--- src/rtl/cc_read_completer_if.sv ---
// CQ descriptor, register-read and CC stream bundle
// for the BAR read completer.
interface cc_read_completer_if #(
  parameter int DATA_WIDTH = 256,
  parameter int BAR0_SIZE  = 16
);
  logic                    cq_valid;
  logic                    cq_is_read;
  logic [2:0]              cq_bar_id;
  logic [BAR0_SIZE-1:0]    cq_reg_addr;
  logic [10:0]             cq_dword_count;
  logic [15:0]             cq_requester_id;
  logic [7:0]              cq_tag;
  logic [2:0]              cq_tc;
  logic [6:0]              cq_lower_addr;
  logic                    reg_rd_en;
  logic [BAR0_SIZE-1:0]    reg_rd_addr;
  logic [63:0]             reg_rd_data;
  logic [DATA_WIDTH-1:0]   s_axis_cc_tdata;
  logic [DATA_WIDTH/32-1:0] s_axis_cc_tkeep;
  logic                    s_axis_cc_tlast;
  logic [32:0]             s_axis_cc_tuser;
  logic                    s_axis_cc_tvalid;
  logic                    s_axis_cc_tready;

  modport master (
    output cq_valid, cq_is_read, cq_bar_id,
    output cq_reg_addr, cq_dword_count,
    output cq_requester_id, cq_tag, cq_tc,
    output cq_lower_addr,
    input  reg_rd_en, reg_rd_addr,
    output reg_rd_data,
    input  s_axis_cc_tdata, s_axis_cc_tkeep,
    input  s_axis_cc_tlast, s_axis_cc_tuser,
    input  s_axis_cc_tvalid,
    output s_axis_cc_tready
  );

  modport slave (
    input  cq_valid, cq_is_read, cq_bar_id,
    input  cq_reg_addr, cq_dword_count,
    input  cq_requester_id, cq_tag, cq_tc,
    input  cq_lower_addr,
    output reg_rd_en, reg_rd_addr,
    input  reg_rd_data,
    output s_axis_cc_tdata, s_axis_cc_tkeep,
    output s_axis_cc_tlast, s_axis_cc_tuser,
    output s_axis_cc_tvalid,
    input  s_axis_cc_tready
  );
endinterface

--- src/rtl/cc_read_completer.sv ---
// BAR memory-read completer: queues reads, fetches
// register data, emits single-beat CC completions.
module cc_read_completer #(
  parameter int DATA_WIDTH = 256,
  parameter int BAR0_SIZE  = 16,
  parameter int FIFO_DEPTH = 4,
  parameter int BAR_ID     = 0
) (
  input  logic          clk,
  input  logic          rst_n,
  cc_read_completer_if.slave bus,
  output logic          ovf_pulse,
  output logic [15:0]   ovf_count,
  output logic          busy
);
  localparam int AW = $clog2(FIFO_DEPTH);
  localparam int KW = DATA_WIDTH / 32;

  localparam logic [1:0] IDLE = 2'd0;
  localparam logic [1:0] RD   = 2'd1;
  localparam logic [1:0] WAIT = 2'd2;
  localparam logic [1:0] SEND = 2'd3;

  typedef struct packed {
    logic [BAR0_SIZE-1:0] addr;
    logic [10:0]          dw;
    logic [15:0]          rid;
    logic [7:0]           tag;
    logic [2:0]           tc;
    logic [6:0]           la;
  } req_t;

  req_t                  mem [FIFO_DEPTH];
  req_t                  in_req;
  req_t                  head;
  req_t                  cur;
  logic [AW:0]           wr_ptr;
  logic [AW:0]           rd_ptr;
  logic                  empty;
  logic                  full;
  logic                  req;
  logic                  push;
  logic                  pop;
  logic                  drop;
  logic [1:0]            state;
  logic                  one_dw;
  logic                  two_dw;
  logic [DATA_WIDTH-1:0] nxt_data;
  logic [KW-1:0]         nxt_keep;

  assign in_req = '{
    addr: bus.cq_reg_addr,
    dw:   bus.cq_dword_count,
    rid:  bus.cq_requester_id,
    tag:  bus.cq_tag,
    tc:   bus.cq_tc,
    la:   bus.cq_lower_addr
  };

  assign head  = mem[rd_ptr[AW-1:0]];
  assign empty = wr_ptr == rd_ptr;
  assign full  = (wr_ptr[AW] != rd_ptr[AW]) &&
                 (wr_ptr[AW-1:0] == rd_ptr[AW-1:0]);
  assign req   = bus.cq_valid & bus.cq_is_read &
                 (bus.cq_bar_id == 3'(BAR_ID));
  assign pop   = (state == IDLE) & ~empty;
  assign push  = req & (~full | pop);
  assign drop  = req & full & ~pop;
  assign busy  = ~empty | (state != IDLE);

  assign bus.s_axis_cc_tlast = bus.s_axis_cc_tvalid;
  assign bus.s_axis_cc_tuser = '0;

  // Queue storage; the slot freed by a same-cycle pop
  // is read before it is overwritten.
  always_ff @(posedge clk) begin
    if (push) mem[wr_ptr[AW-1:0]] <= in_req;
  end

  // Queue pointers and overflow accounting
  always_ff @(posedge clk) begin
    if (!rst_n) begin
      wr_ptr    <= '0;
      rd_ptr    <= '0;
      ovf_pulse <= 1'b0;
      ovf_count <= '0;
    end else begin
      if (push) wr_ptr <= wr_ptr + 1'b1;
      if (pop)  rd_ptr <= rd_ptr + 1'b1;
      ovf_pulse <= drop;
      if (drop && ovf_count != 16'hFFFF)
        ovf_count <= ovf_count + 16'd1;
    end
  end

  assign one_dw = cur.dw == 11'd1;
  assign two_dw = (cur.dw == 11'd2) && !cur.addr[2];

  // Completion beat built from the working request
  always_comb begin
    nxt_data = '0;
    nxt_keep = '0;
    nxt_data[6:0]   = cur.la;
    nxt_data[63:48] = cur.rid;
    nxt_data[71:64] = cur.tag;
    nxt_data[91:89] = cur.tc;
    unique case (1'b1)
      one_dw: begin
        nxt_data[28:16]  = 13'd4;
        nxt_data[42:32]  = 11'd1;
        nxt_data[127:96] = cur.addr[2] ?
                           bus.reg_rd_data[63:32] :
                           bus.reg_rd_data[31:0];
        nxt_keep = KW'(8'h0F);
      end
      two_dw: begin
        nxt_data[28:16]   = 13'd8;
        nxt_data[42:32]   = 11'd2;
        nxt_data[127:96]  = bus.reg_rd_data[31:0];
        nxt_data[159:128] = bus.reg_rd_data[63:32];
        nxt_keep = KW'(8'h1F);
      end
      default: begin
        nxt_data[45:43] = 3'b001;
        nxt_keep = KW'(8'h07);
      end
    endcase
  end

  // Read/complete sequencer with registered outputs
  always_ff @(posedge clk) begin
    if (!rst_n) begin
      state                <= IDLE;
      cur                  <= '0;
      bus.reg_rd_en        <= 1'b0;
      bus.reg_rd_addr      <= '0;
      bus.s_axis_cc_tvalid <= 1'b0;
      bus.s_axis_cc_tdata  <= '0;
      bus.s_axis_cc_tkeep  <= '0;
    end else begin
      bus.reg_rd_en <= 1'b0;
      unique case (state)
        IDLE: if (pop) begin
          cur             <= head;
          bus.reg_rd_en   <= 1'b1;
          bus.reg_rd_addr <=
            {head.addr[BAR0_SIZE-1:3], 3'b000};
          state           <= RD;
        end
        RD: state <= WAIT;
        WAIT: begin
          bus.s_axis_cc_tdata  <= nxt_data;
          bus.s_axis_cc_tkeep  <= nxt_keep;
          bus.s_axis_cc_tvalid <= 1'b1;
          state                <= SEND;
        end
        SEND: if (bus.s_axis_cc_tready) begin
          bus.s_axis_cc_tvalid <= 1'b0;
          state                <= IDLE;
        end
        default: state <= IDLE;
      endcase
    end
  end
endmodule

--- src/flat_wrapper.sv ---
// flat-port wrapper written by rule: the top's interface ports become plain ports
module cc_read_completer_flat 
#(
  parameter int DATA_WIDTH = 256,
  parameter int BAR0_SIZE  = 16,
  parameter int FIFO_DEPTH = 4,
  parameter int BAR_ID     = 0
)
  (clk, rst_n, ovf_pulse, ovf_count, busy, bus_cq_valid, bus_cq_is_read, bus_cq_bar_id, bus_cq_reg_addr, bus_cq_dword_count, bus_cq_requester_id, bus_cq_tag, bus_cq_tc, bus_cq_lower_addr, bus_reg_rd_en, bus_reg_rd_addr, bus_reg_rd_data, bus_s_axis_cc_tdata, bus_s_axis_cc_tkeep, bus_s_axis_cc_tlast, bus_s_axis_cc_tuser, bus_s_axis_cc_tvalid, bus_s_axis_cc_tready);
  cc_read_completer_if #(.DATA_WIDTH(DATA_WIDTH), .BAR0_SIZE(BAR0_SIZE)) bus_i ();
  input  logic clk;
  input  logic rst_n;
  output logic ovf_pulse;
  output logic [15:0] ovf_count;
  output logic busy;
  input wire logic [$bits(bus_i.cq_valid)-1:0] bus_cq_valid;
  input wire logic [$bits(bus_i.cq_is_read)-1:0] bus_cq_is_read;
  input wire logic [$bits(bus_i.cq_bar_id)-1:0] bus_cq_bar_id;
  input wire logic [$bits(bus_i.cq_reg_addr)-1:0] bus_cq_reg_addr;
  input wire logic [$bits(bus_i.cq_dword_count)-1:0] bus_cq_dword_count;
  input wire logic [$bits(bus_i.cq_requester_id)-1:0] bus_cq_requester_id;
  input wire logic [$bits(bus_i.cq_tag)-1:0] bus_cq_tag;
  input wire logic [$bits(bus_i.cq_tc)-1:0] bus_cq_tc;
  input wire logic [$bits(bus_i.cq_lower_addr)-1:0] bus_cq_lower_addr;
  output wire logic [$bits(bus_i.reg_rd_en)-1:0] bus_reg_rd_en;
  output wire logic [$bits(bus_i.reg_rd_addr)-1:0] bus_reg_rd_addr;
  input wire logic [$bits(bus_i.reg_rd_data)-1:0] bus_reg_rd_data;
  output wire logic [$bits(bus_i.s_axis_cc_tdata)-1:0] bus_s_axis_cc_tdata;
  output wire logic [$bits(bus_i.s_axis_cc_tkeep)-1:0] bus_s_axis_cc_tkeep;
  output wire logic [$bits(bus_i.s_axis_cc_tlast)-1:0] bus_s_axis_cc_tlast;
  output wire logic [$bits(bus_i.s_axis_cc_tuser)-1:0] bus_s_axis_cc_tuser;
  output wire logic [$bits(bus_i.s_axis_cc_tvalid)-1:0] bus_s_axis_cc_tvalid;
  input wire logic [$bits(bus_i.s_axis_cc_tready)-1:0] bus_s_axis_cc_tready;
  assign bus_i.cq_valid = bus_cq_valid;
  assign bus_i.cq_is_read = bus_cq_is_read;
  assign bus_i.cq_bar_id = bus_cq_bar_id;
  assign bus_i.cq_reg_addr = bus_cq_reg_addr;
  assign bus_i.cq_dword_count = bus_cq_dword_count;
  assign bus_i.cq_requester_id = bus_cq_requester_id;
  assign bus_i.cq_tag = bus_cq_tag;
  assign bus_i.cq_tc = bus_cq_tc;
  assign bus_i.cq_lower_addr = bus_cq_lower_addr;
  assign bus_reg_rd_en = bus_i.reg_rd_en;
  assign bus_reg_rd_addr = bus_i.reg_rd_addr;
  assign bus_i.reg_rd_data = bus_reg_rd_data;
  assign bus_s_axis_cc_tdata = bus_i.s_axis_cc_tdata;
  assign bus_s_axis_cc_tkeep = bus_i.s_axis_cc_tkeep;
  assign bus_s_axis_cc_tlast = bus_i.s_axis_cc_tlast;
  assign bus_s_axis_cc_tuser = bus_i.s_axis_cc_tuser;
  assign bus_s_axis_cc_tvalid = bus_i.s_axis_cc_tvalid;
  assign bus_i.s_axis_cc_tready = bus_s_axis_cc_tready;
  cc_read_completer #(.DATA_WIDTH(DATA_WIDTH), .BAR0_SIZE(BAR0_SIZE), .FIFO_DEPTH(FIFO_DEPTH), .BAR_ID(BAR_ID)) u_core (.clk(clk), .rst_n(rst_n), .bus(bus_i), .ovf_pulse(ovf_pulse), .ovf_count(ovf_count), .busy(busy));
endmodule
--- config.mk ---
export PLATFORM = sky130hd
export DESIGN_NAME = cc_read_completer_flat
export DESIGN_NICKNAME = d
export VERILOG_FILES = /design/src/rtl/cc_read_completer_if.sv /design/src/rtl/cc_read_completer.sv /design/src/flat_wrapper.sv
export SDC_FILE = /design/constraint.sdc
export NUM_CORES = 1
export LEC_CHECK = 0
export ABC_AREA = 0
export CORE_UTILIZATION = 35
export CTS_CLUSTER_DIAMETER = 40
export CTS_CLUSTER_SIZE = 24
export DETAILED_ROUTE_END_ITERATION = 10
export HOLD_SLACK_MARGIN = 0.05
export PLACE_DENSITY = 0.61
export RECOVER_POWER = 25
export SYNTH_ARGS = -nofsm -noshare
export SYNTH_HDL_FRONTEND = slang
export SYNTH_SLANG_ARGS = --single-unit
--- constraint.sdc ---
create_clock -name clk -period 4.7 [get_ports clk]
set_input_delay 1.175 -clock clk [delete_from_list [all_inputs] [get_ports clk]]
set_output_delay 1.175 -clock clk [all_outputs]
set_load 0.005 [all_outputs]
Word level (Yosys, flattened, before mapping) --
Memory sizes are Yosys's and may differ from the RTL's. A register that Yosys moved wholly into a read port is not among the register bits. Index checks and enable logic that the tools add are counted.
Operators by class: add/subtract/negate cells 3, equal/unequal tests 11, mux-type cells 15, bitwise operators 11, reduce and logical (&&, ||, !) cells 14
Operators by type and width (count):
- 32-bit two-way mux | 2
- 32-bit case mux with 2 select lines | 1
- 16-bit by 1-bit adder with 16-bit output, second input constant | 1
- 16-bit != test, second input constant | 1
- 11-bit by 1-bit == test with 1-bit output, second input constant | 1
- 11-bit by 2-bit == test with 1-bit output, second input constant | 1
- 5-bit case mux with 2 select lines | 1
- 2-bit case mux with 4 select lines | 1
- 4-bit case mux with 2 select lines | 1
- 2-bit AND reduction | 4
- 3-bit by 1-bit adder with 3-bit output, second input constant | 2
- 1-bit AND | 6
- 1-bit two-way mux | 5
- 2-bit == test, second input constant | 2
- 2-bit two-way mux | 2
- 2-bit case mux with 2 select lines | 1
- 2-bit nonzero test | 2
- 3-bit == test | 1
- 1-bit logical AND | 3
- 3-bit zero test | 1
- 1-bit NOT | 3
- 2-bit by 1-bit == test with 1-bit output, second input constant | 1
- 2-bit == test | 1
- 1-bit zero test | 2
- 7 further kinds | 8
Word-level totals: register bits 160, RAM bits 244, bits of input ports 133, output and inout port bits 334, word-level logic and storage cells 64, memories kept 1
Memory list:
- u_core.mem | depth 4, bits a word 61, rd ports 1, clocked after memory_dff 1, wr ports 1, RTL line cc_read_completer.sv:33 | req_t mem [FIFO_DEPTH];

Logic depth before layout (Yosys ltp) --
Gate-level depths: netlist (run 1).
depth in word-level cells 7, mapped depth 10, depth with buffers taken out 7

Worst setup path after synthesis (run 1) --
OpenSTA, ideal clock, no wires.
path kind in2reg, start point input bus_cq_bar_id[1], end point memory u_core.mem[3][0] (netlist bit), enable pin, library setup time 0.425 ns, arrival 3.154 ns, required time 4.275 ns, slack 1.121 ns, stages 2, path buffers 0, path through nor4_2 -> and3_1
On the way: word-level cells in the longest chain between the ends 5
RTL lines:
- start: declaration | RTL line flat_wrapper.sv:18 | input wire logic [$bits(bus_i.cq_bar_id)-1:0] bus_cq_bar_id;
- 3-bit zero test | RTL line cc_read_completer.sv:65 | (bus.cq_bar_id == 3'(BAR_ID));
- 1-bit AND | RTL line cc_read_completer.sv:64 | assign req = bus.cq_valid & bus.cq_is_read &
- 1-bit AND | RTL line cc_read_completer.sv:67 | assign push = req & (~full | pop);
- 1-bit two-way mux | RTL line cc_read_completer.sv:77 | if (push) mem[wr_ptr[AW-1:0]] <= in_req;
- 1-bit two-way mux (implied by the code) | RTL line cc_read_completer.sv:77
- end: declaration | RTL line cc_read_completer.sv:33
Every way passes these cells.

Final worst setup path (run 1) --
start point register u_core.rd_ptr[0], end point output busy
On the way: word-level cells in the longest chain between the ends 3
RTL lines:
- start: declaration | RTL line cc_read_completer.sv:38 | logic [AW:0] rd_ptr;
- start signal: assignment | RTL line cc_read_completer.sv:89 | if (pop) rd_ptr <= rd_ptr + 1'b1;
- 3-bit == test | RTL line cc_read_completer.sv:61 | assign empty = wr_ptr == rd_ptr;
- 1-bit NOT | RTL line cc_read_completer.sv:69 | assign busy = ~empty | (state != IDLE);
- 1-bit bitwise OR | RTL line cc_read_completer.sv:69
- end: declaration | RTL line flat_wrapper.sv:15 | output logic busy;
Every way passes these cells.

==> run summary, run 1 <==
The layout net count is 1773. In this run, distinct cell masters in the synthesized netlist total 51. The count of max-cap constraint violations is 0, and the global-route wire length before repair is 61.4 mm. The die boundary height came out at 226 um. Of all nets on the critical path, the largest fanout is 16. IR analysis of the VDD net gives a maximum drop of 0.292 mV.

The tools report the leakage power total as 0.00782 uW. The mean area per synthesized cell works out to 13.0 um2. The run gives 425 as the number of clock sinks seen by CTS. Synthesis produced 1348 cells. The run finished with clean final reports. STA classifies the critical path endpoint as an output port. After clock tree synthesis, the clock-pin slew on the worst setup and hold paths is 50 ps. The final critical path takes up 70.0% of the cycle. The routed design uses 3.00 mm of met3 wire. The clock tree synthesis step divided the H-tree into 3 levels. The top cell types in the final layout, fill and taps aside, are sky130_fd_sc_hd__edfxtp_1, sky130_fd_sc_hd__clkdlybuf4s50_1, sky130_fd_sc_hd__conb_1.

In this run, post-CTS repair resized a total of 0 instances. In this run the power density over the cells is 487 mW/mm2. Dividing the detail-routed wire length by the instance count gives 17.7 um.

The tools report the number of buffers inserted to repair setup after CTS as 0. Summed over all failing endpoints, the final setup total negative slack is 0 ps. The analysis attributes to net switching a power of 3040 uW. The smallest clock period supported by the final layout is computed as 3290 ps. TritonCTS built the clock tree. The highest layer touched by signal routing is met5. In the routed design, unresolved DRC markers number 0.

Timing would allow up to 304 MHz. The worst setup path is launched from a register. 467 I/O pins were placed. Entering global routing, the biggest net connects 108 pins. The HPWL after detailed placement is 26.3 mm.

The starting density of the core is 35.7%. Kind of critical path: reg2out. Detailed routing inserted a total of 10806 vias. Of the total power, the share spent switching nets is 27.6%. The detailed-route wire length on metal 1 was 16.2 mm.

The tools report the required time at the worst-slack endpoint as 3520 ps. The run gives 0.0492 mm2 as the area of the placeable core. The root buffer cell chosen for the clock tree is sky130_fd_sc_hd__clkbuf_16. Number of antenna violations at the first check in global routing: 14. The post-synthesis instance area was 0.0175 mm2; the sequential-to-total area share from yosys stat was 61.9%. The relative slew slack was 34.3%; the number of optimization iterations in the first detailed-route pass was 5. Overall power consumption after layout is estimated at 11000 uW.

The area enclosed by the die boundary is 0.0510 mm2, and the max-slew violation count is 0. Most common cell after layout, fill and taps aside: sky130_fd_sc_hd__edfxtp_1. For this run, the leading register cell type out of synthesis is sky130_fd_sc_hd__edfxtp_1.

In the final layout, the share of cells above drive strength 1 is 14.7%. After detailed routing, the met2 layer carries 21.3 mm of wire. The final weighted congestion of routability-driven global placement was 0.706.

The number of global-route vias before repair was 10489; the via count normalized by instance count was 4.59. The die is 226 um wide. Setup repair after global routing left no endpoint under its margin.

In this run, synthesis produced a sequential element count of 425. After clock tree synthesis, the flow added hold-fix buffers numbering 0. For the clock skew, the log shows 30.4 ps. The number of input and output port buffers inserted was 272. The logs give 0 for the count of synthesis-stage warnings from yosys and 590 ps for the later-pin clock latency in the skew report.

STA puts the critical path data arrival time at 2110 ps. The share of async-settable or async-resettable flops after synthesis works out to 0%. The internal power is 7970 uW, and the logic gate share of total power is 16.7%. Path class of the lowest-slack min-delay path: reg2reg.

The tools report the overall overflow remaining after global route as 0. After the first detailed-routing iteration, the DRC count stood at 542. The tools report the clock network fraction of design power as 44.6%. The count of nets left with antenna violations once routing finished came out at 0.

For the pin with the worst max-slew slack, the measured transition is 986 ps. The maximum number of buffers from clock root to sink is 3, and the portion of total power attributed to sequential cells is 38.7%. Final-report setup violation count: 0.

The tools report the all-layer global routing usage as 16.0%. Number of buffers inserted during clock tree synthesis: 66. From synthesis to final layout, the design area changed by 28.9%. The sum of routed wire length over all layers is 41.7 mm, and the number of standard-cell rows in the floorplan is 81.

The tools report the final-report hold violation count as 0. The number of synthesized flops with an enable pin was 236.
## kinds of logic after synthesis
| logic type | Yosys count | synth area share [%] |
|---|---|---|
| compound gates | 160 | 6.00 |
| xor+xnor | 9 | 0.663 |
| fa+ha+maj | 10 | 0.713 |
| buf+inv | 281 | 10.4 |
| flops | 425 | 61.9 |
| mux | 128 | 11.7 |
| other cells | 1 | 0.0214 |
| simple gates | 334 | 8.52 |
## through the flow
stage	cell area (um2)	cells	utilization, %	setup WS (ps)	hold slack [ps]
finish	22600	2352	46.0	1410	454
global route	22600	2350	46.0	1300	468
detailed placement	20300	2226	41.4	984	446
CTS	22600	2348	46.0	1330	455
floorplan	18300	1539	-	1120	436
global placement	20300	2226	41.4	1030	442
## per-layer routing
metal	GRT usage, %	up-vias
met2	28.2	339
li1	-	5083
met1	17.9	5283
met3	4.89	85
met5	0	-
met4	6.50	16
## final timing paths
check | from | to | slack (ps) | depth (start not counted)
max reg2reg | u_core.state[0] | u_core.bus.s_axis_cc_tdata[108] | 1800 | 8
min reg2reg | u_core.cur[0] | u_core.cur[0] | 450 | 2
max | u_core.rd_ptr[0] | busy | 1410 | 3
min | u_core.cur[0] | u_core.cur[0] | 450 | 2
## state kept, by name (all words and copies together), names as in the netlist
signal,flops
u_core.bus.reg_rd_addr,13
u_core.bus.reg_rd_en,1
u_core.bus.s_axis_cc_tdata,101
u_core.bus.s_axis_cc_tkeep,2
u_core.bus.s_axis_cc_tlast,1
u_core.cur,46
u_core.mem,236
u_core.ovf_count,16
u_core.ovf_pulse,1
u_core.rd_ptr,3
u_core.state,2
u_core.wr_ptr,3
## cells in the mapped netlist (6+ instances only)
library cell,instances,area share [%]
sky130_fd_sc_hd__a21oi_1,73,2.1
sky130_fd_sc_hd__a221oi_1,32,1.6
sky130_fd_sc_hd__a22oi_1,32,1.4
sky130_fd_sc_hd__and3_1,7,0.25
sky130_fd_sc_hd__buf_2,23,0.66
sky130_fd_sc_hd__buf_4,198,8.5
sky130_fd_sc_hd__clkbuf_1,48,1.0
sky130_fd_sc_hd__dfxtp_1,189,22
sky130_fd_sc_hd__edfxtp_1,236,40
sky130_fd_sc_hd__ha_1,10,0.71
sky130_fd_sc_hd__inv_1,8,0.17
sky130_fd_sc_hd__mux2_2,32,2.1
sky130_fd_sc_hd__mux2i_1,37,2.1
sky130_fd_sc_hd__mux4_2,59,7.6
sky130_fd_sc_hd__nand2_1,135,2.9
sky130_fd_sc_hd__nand3_1,9,0.26
sky130_fd_sc_hd__nor2_1,119,2.5
sky130_fd_sc_hd__nor2b_1,34,1.2
sky130_fd_sc_hd__or3_1,6,0.21
## critical path, cell delays in order (launching register included)
cell	delay, ps
sky130_fd_sc_hd__dfxtp_4	580
sky130_fd_sc_hd__xnor2_4	190
sky130_fd_sc_hd__nand4_1	240
sky130_fd_sc_hd__clkdlybuf4s50_1	520
## power by group through the flow
stage,registers (uW),clock network (uW),logic (uW)
final,4260,4910,1840
after global routing,4290,5200,2030
after CTS,4270,5040,1900
after detailed placement,4340,0,1890
after global placement,4340,0,1870
after floorplan,4270,0,1370
## final cells by class
cell class,count,area [um2]
multi-input cells,833,5630
clock buffers,78,1740
fillers,4413,26500
flip-flops and latches,425,10900
well taps,664,831
clock inverters,44,548
repair buffers,295,2960
inverters,9,38.8
diodes,4,10.0
Power figures use the tool's default switching activity.
==> run 2, diff against run 1 <==
--- a/config.mk
+++ b/config.mk
@@ -11,7 +11,7 @@
 export CTS_CLUSTER_SIZE = 24
 export DETAILED_ROUTE_END_ITERATION = 10
 export HOLD_SLACK_MARGIN = 0.05
-export PLACE_DENSITY = 0.61
+export PLACE_DENSITY = 0.63
 export RECOVER_POWER = 25
 export SYNTH_ARGS = -nofsm -noshare
 export SYNTH_HDL_FRONTEND = slang
==> constraint.sdc (replaced) <==
create_clock -name clk -period 2.73 [get_ports clk]
set_input_delay 0.6825 -clock clk [delete_from_list [all_inputs] [get_ports clk]]
set_output_delay 0.6825 -clock clk [all_outputs]
set_load 0.005 [all_outputs]
==> run 2 against run 1 <==
Against the previous run: final area up 0.23%; core utilization up 0.11 points; die area unchanged; largest cell class unchanged.
==> run summary, run 2 (synthesis results as in run 1) <==
The number of cells on the worst hold path was 2 (unchanged). The kind of critical path was reg2out (unchanged). The clock skew came out at 29.2 ps (was 30.4 ps). TritonCTS built the clock tree. The maximum number of buffers from clock root to sink was 3 (unchanged). The kind of end point of the critical path is an output port (unchanged). The run gives 81 (unchanged) as the number of standard-cell rows in the floorplan. The flow ran to the end, and the final reports show no timing, DRC or antenna violations. The tools report the number of antenna violations at the first check in global routing as 7 (was 14). The tools report the final-report hold violation count as 0 (unchanged). The power density relative to cell area was 816 mW/mm2 (was 487 mW/mm2). Beginning of the worst register-to-register path: u_core.state[0] (unchanged). The tools report the start point of the worst hold path as u_core.cur[33] (was u_core.cur[0]). The maximum net fanout on the critical path was 3 (was 16); the width of the die was 226 um (unchanged). The tools report the final critical-path setup slack as 176 ps (was 1410 ps).

The clock tree root driver cell was sky130_fd_sc_hd__clkbuf_16 (unchanged). The number of flip-flops in the largest register was 236 (unchanged); the non-filler instance count after layout was 2353 (was 2352). The tools report the DRC violation count after routing as 0 (unchanged). The worst reg2reg path depth came out at 8 (unchanged).

Area enclosed by the die boundary: 0.0510 mm2 (unchanged). The later-pin clock latency in the skew report was 620 ps (was 590 ps); the number of optimization iterations in the first detailed-route pass was 4 (was 5). The actual slew at the worst max-slew pin is 978 ps (was 986 ps), and the maximum clock frequency is 392 MHz. Post-route antenna net violation count: 0 (unchanged). The run gives 0.00787 uW (was 0.00782 uW) as the leakage power total. The tools report the total power as 18500 uW (was 11000 uW).

The run gives 58 (was 66) as the number of buffers inserted during clock tree synthesis. The tools report the final-report setup violation count as 0 (unchanged). The placed wire-length estimate after detailed placement is 26.4 mm (was 26.3 mm), and the count of boundary I/O pins is 467 (unchanged).

The tools report the smallest hold slack as 454 ps (about the same). The overall overflow remaining after global route came out at 0 (unchanged). The fraction of layout cells with a size suffix above 1 is 15.1% (was 14.7%), and the setup slack of the most critical reg-to-reg path is 430 ps (was 1800 ps). Path class of the lowest-slack min-delay path: reg2reg (unchanged).

The run gives 35.7% (unchanged) as the starting density of the core. The via count normalized by instance count was 4.59 (about the same); the combined flip-flop and latch cell area was 0.0109 mm2 (about the same). The logs give 0.0492 mm2 (unchanged) for the area of the placeable core and 0 ps (unchanged) for the accumulated negative setup slack. The H-tree depth came out at 2 (was 3). The share of the cycle needed by the critical path after routing works out to 93.5%.

The sum of routed wire length over all layers was 41.1 mm (was 41.7 mm). The arrival time of data at the critical path endpoint is 1870 ps (was 2110 ps), and the final weighted congestion of routability-driven global placement is 0.712 (was 0.706). The required time at the worst-slack endpoint came out at 2050 ps (was 3520 ps). The max-slew violation count was 0 (unchanged).

The logs give 0 (unchanged) for the post-cts hold buffer count and 10664 (was 10489) for the number of global-route vias before repair. The global routing usage on met3 is 3.96% (was 4.89%), and the clock period minus worst slack is 2550 ps. Global routing's busiest layer: met2 (unchanged). The wire length per cell after detailed routing works out to 17.5 um (was 17.7 um). The global-route wire length before repair was 61.5 mm (was 61.4 mm). The tools report the startpoint type of the worst setup path as a register (unchanged). Count of max-cap constraint violations: 0 (unchanged). The logs give 4396 (was 4413) for the final-layout fill cell count and 66 (was 108) for the largest net degree at the start of global routing. The layout net count was 1777 (was 1773); the minimum setup slack after placement was -22.2 ps (was 984 ps).

The number of instances in the placed design is 2237 (was 2226). The total area of multi-input combinational cells is 0.00564 mm2 (was 0.00563 mm2), and the number of input and output port buffers inserted is 272 (unchanged). Worst hold endpoint: u_core.cur[33] (was u_core.cur[0]).

The run gives 15.9% (was 16.0%) as the all-layer global routing usage. For the relative slew slack, the log shows 34.8% (was 34.3%). The met2 demand-to-capacity share in global routing is 28.7% (was 28.2%).

The die boundary height came out at 226 um (unchanged). The number of DRC violations after detailed-routing iteration 0 was 468 (was 542); the layout overhead on the synthesized area was 29.2% (was 28.9%). Commonest cells after routing, fill and taps aside: sky130_fd_sc_hd__edfxtp_1, sky130_fd_sc_hd__clkdlybuf4s50_1, sky130_fd_sc_hd__conb_1 (unchanged). The number of clock sinks seen by CTS came out at 425 (unchanged). The post-CTS clock slew at the launch and capture registers of the worst setup and hold paths is 50 ps (about the same). Setup repair after global routing left no endpoint under its margin.

The run gives 10802 (was 10806) as the routed via count. The most common cell after layout, fill and taps aside is sky130_fd_sc_hd__edfxtp_1 (unchanged). The maximum ir drop on the vdd rail is 0.757 mV (was 0.292 mV).

The reg-to-reg endpoint is u_core.bus.s_axis_cc_tdata[97] (was u_core.bus.s_axis_cc_tdata[108]). The routing usage on met1 was 17.7% (was 17.9%).
run 2: cell count changes in the layout (fill, tap and decap cells not counted), moves of 2 or more:
cell                              delta
sky130_fd_sc_hd__inv_16              -2
sky130_fd_sc_hd__buf_12             +12
sky130_fd_sc_hd__inv_6               +3
sky130_fd_sc_hd__inv_12              +4
sky130_fd_sc_hd__clkinvlp_4         -12
sky130_fd_sc_hd__clkinv_4            -2
sky130_fd_sc_hd__clkinv_1            +2
sky130_fd_sc_hd__clkbuf_16           -8
sky130_fd_sc_hd__clkinv_2            +6
sky130_fd_sc_hd__clkdlybuf4s50_1     -2
sky130_fd_sc_hd__clkbuf_1            -5
sky130_fd_sc_hd__dfxtp_2             +3
sky130_fd_sc_hd__clkinv_8            +2
sky130_fd_sc_hd__dfxtp_1             -3
run 2: report_power, final:
group,total (uW),leakage (uW),switching (uW),internal [uW]
clock,7850,0.00102,3190,4660
sequential,7320,0.00365,237,7080
combinational,3340,0.00320,1750,1590
total,18500,0.00787,5170,13300
run 2: how the worst max path moves through the flow:
stage	start	to	slack [ps]	cells after the start
2_1_floorplan	bus_cq_bar_id[1]	u_core.mem[3][0]	310	2
3_3_place_gp	bus_cq_bar_id[1]	u_core.mem[0][60]	-20	5
3_5_place_dp	bus_cq_bar_id[1]	u_core.mem[0][60]	-20	5
4_1_cts	u_core.state[0]	busy	130	4
5_1_grt	u_core.state[0]	busy	80	4
6_report	u_core.state[0]	busy	180	4
run 2: metal layers:
layer	vias up	wire, um
li1	5091	-
met1	5257	15600
met2	362	21500
met3	84	2730
met4	8	1220
met5	-	62
run 2: area by class of cell:
| cell class | instances | area share [%] |
|---|---|---|
| sequential | 425 | 48.0 |
| multi-input combinational | 833 | 24.8 |
| timing repair buffer | 307 | 14.1 |
| clock buffer | 65 | 6.69 |
| tap | 664 | 3.66 |
| clock inverter | 45 | 2.50 |
| inverter | 9 | 0.171 |
| antenna | 5 | 0.0552 |
run 2: what timing repair did:
| item | in CTS | in global routing |
|---|---|---|
| endpoints found under the setup margin | 1 | 0 |
| setup buffers | 1 | 0 |
| resized for setup | 5 | 0 |
run 2: metrics by stage:
| step | area, um2 | utilization, % |
|---|---|---|
| 6_report | 22700 | 46.1 |
| 5_1_grt | 22700 | 46.1 |
| 4_1_cts | 22700 | 46.1 |
| 3_5_place_dp | 20600 | 41.8 |
| 3_3_place_gp | 20600 | 41.8 |
| 2_1_floorplan | 18300 | - |
run 2: critical path, stage by stage, from the launching register on:
cell	delay [ps]
sky130_fd_sc_hd__dfxtp_1	320
sky130_fd_sc_hd__inv_1	150
sky130_fd_sc_hd__ha_1	230
sky130_fd_sc_hd__nand4_1	230
sky130_fd_sc_hd__dlygate4sd2_1	340
==> run 3, diff against run 2 <==
--- a/config.mk
+++ b/config.mk
@@ -6,6 +6,7 @@
 export NUM_CORES = 1
 export LEC_CHECK = 0
 export ABC_AREA = 0
+export ABC_CLOCK_PERIOD_IN_PS = 2730
 export CORE_UTILIZATION = 35
 export CTS_CLUSTER_DIAMETER = 40
 export CTS_CLUSTER_SIZE = 24
@@ -13,6 +14,7 @@
 export HOLD_SLACK_MARGIN = 0.05
 export PLACE_DENSITY = 0.63
 export RECOVER_POWER = 25
+export SETUP_SLACK_MARGIN = 0.02
 export SYNTH_ARGS = -nofsm -noshare
 export SYNTH_HDL_FRONTEND = slang
 export SYNTH_SLANG_ARGS = --single-unit
==> results of run 3 <==
Same layout as run 2: the final DEF is identical, and so are final timing and power.
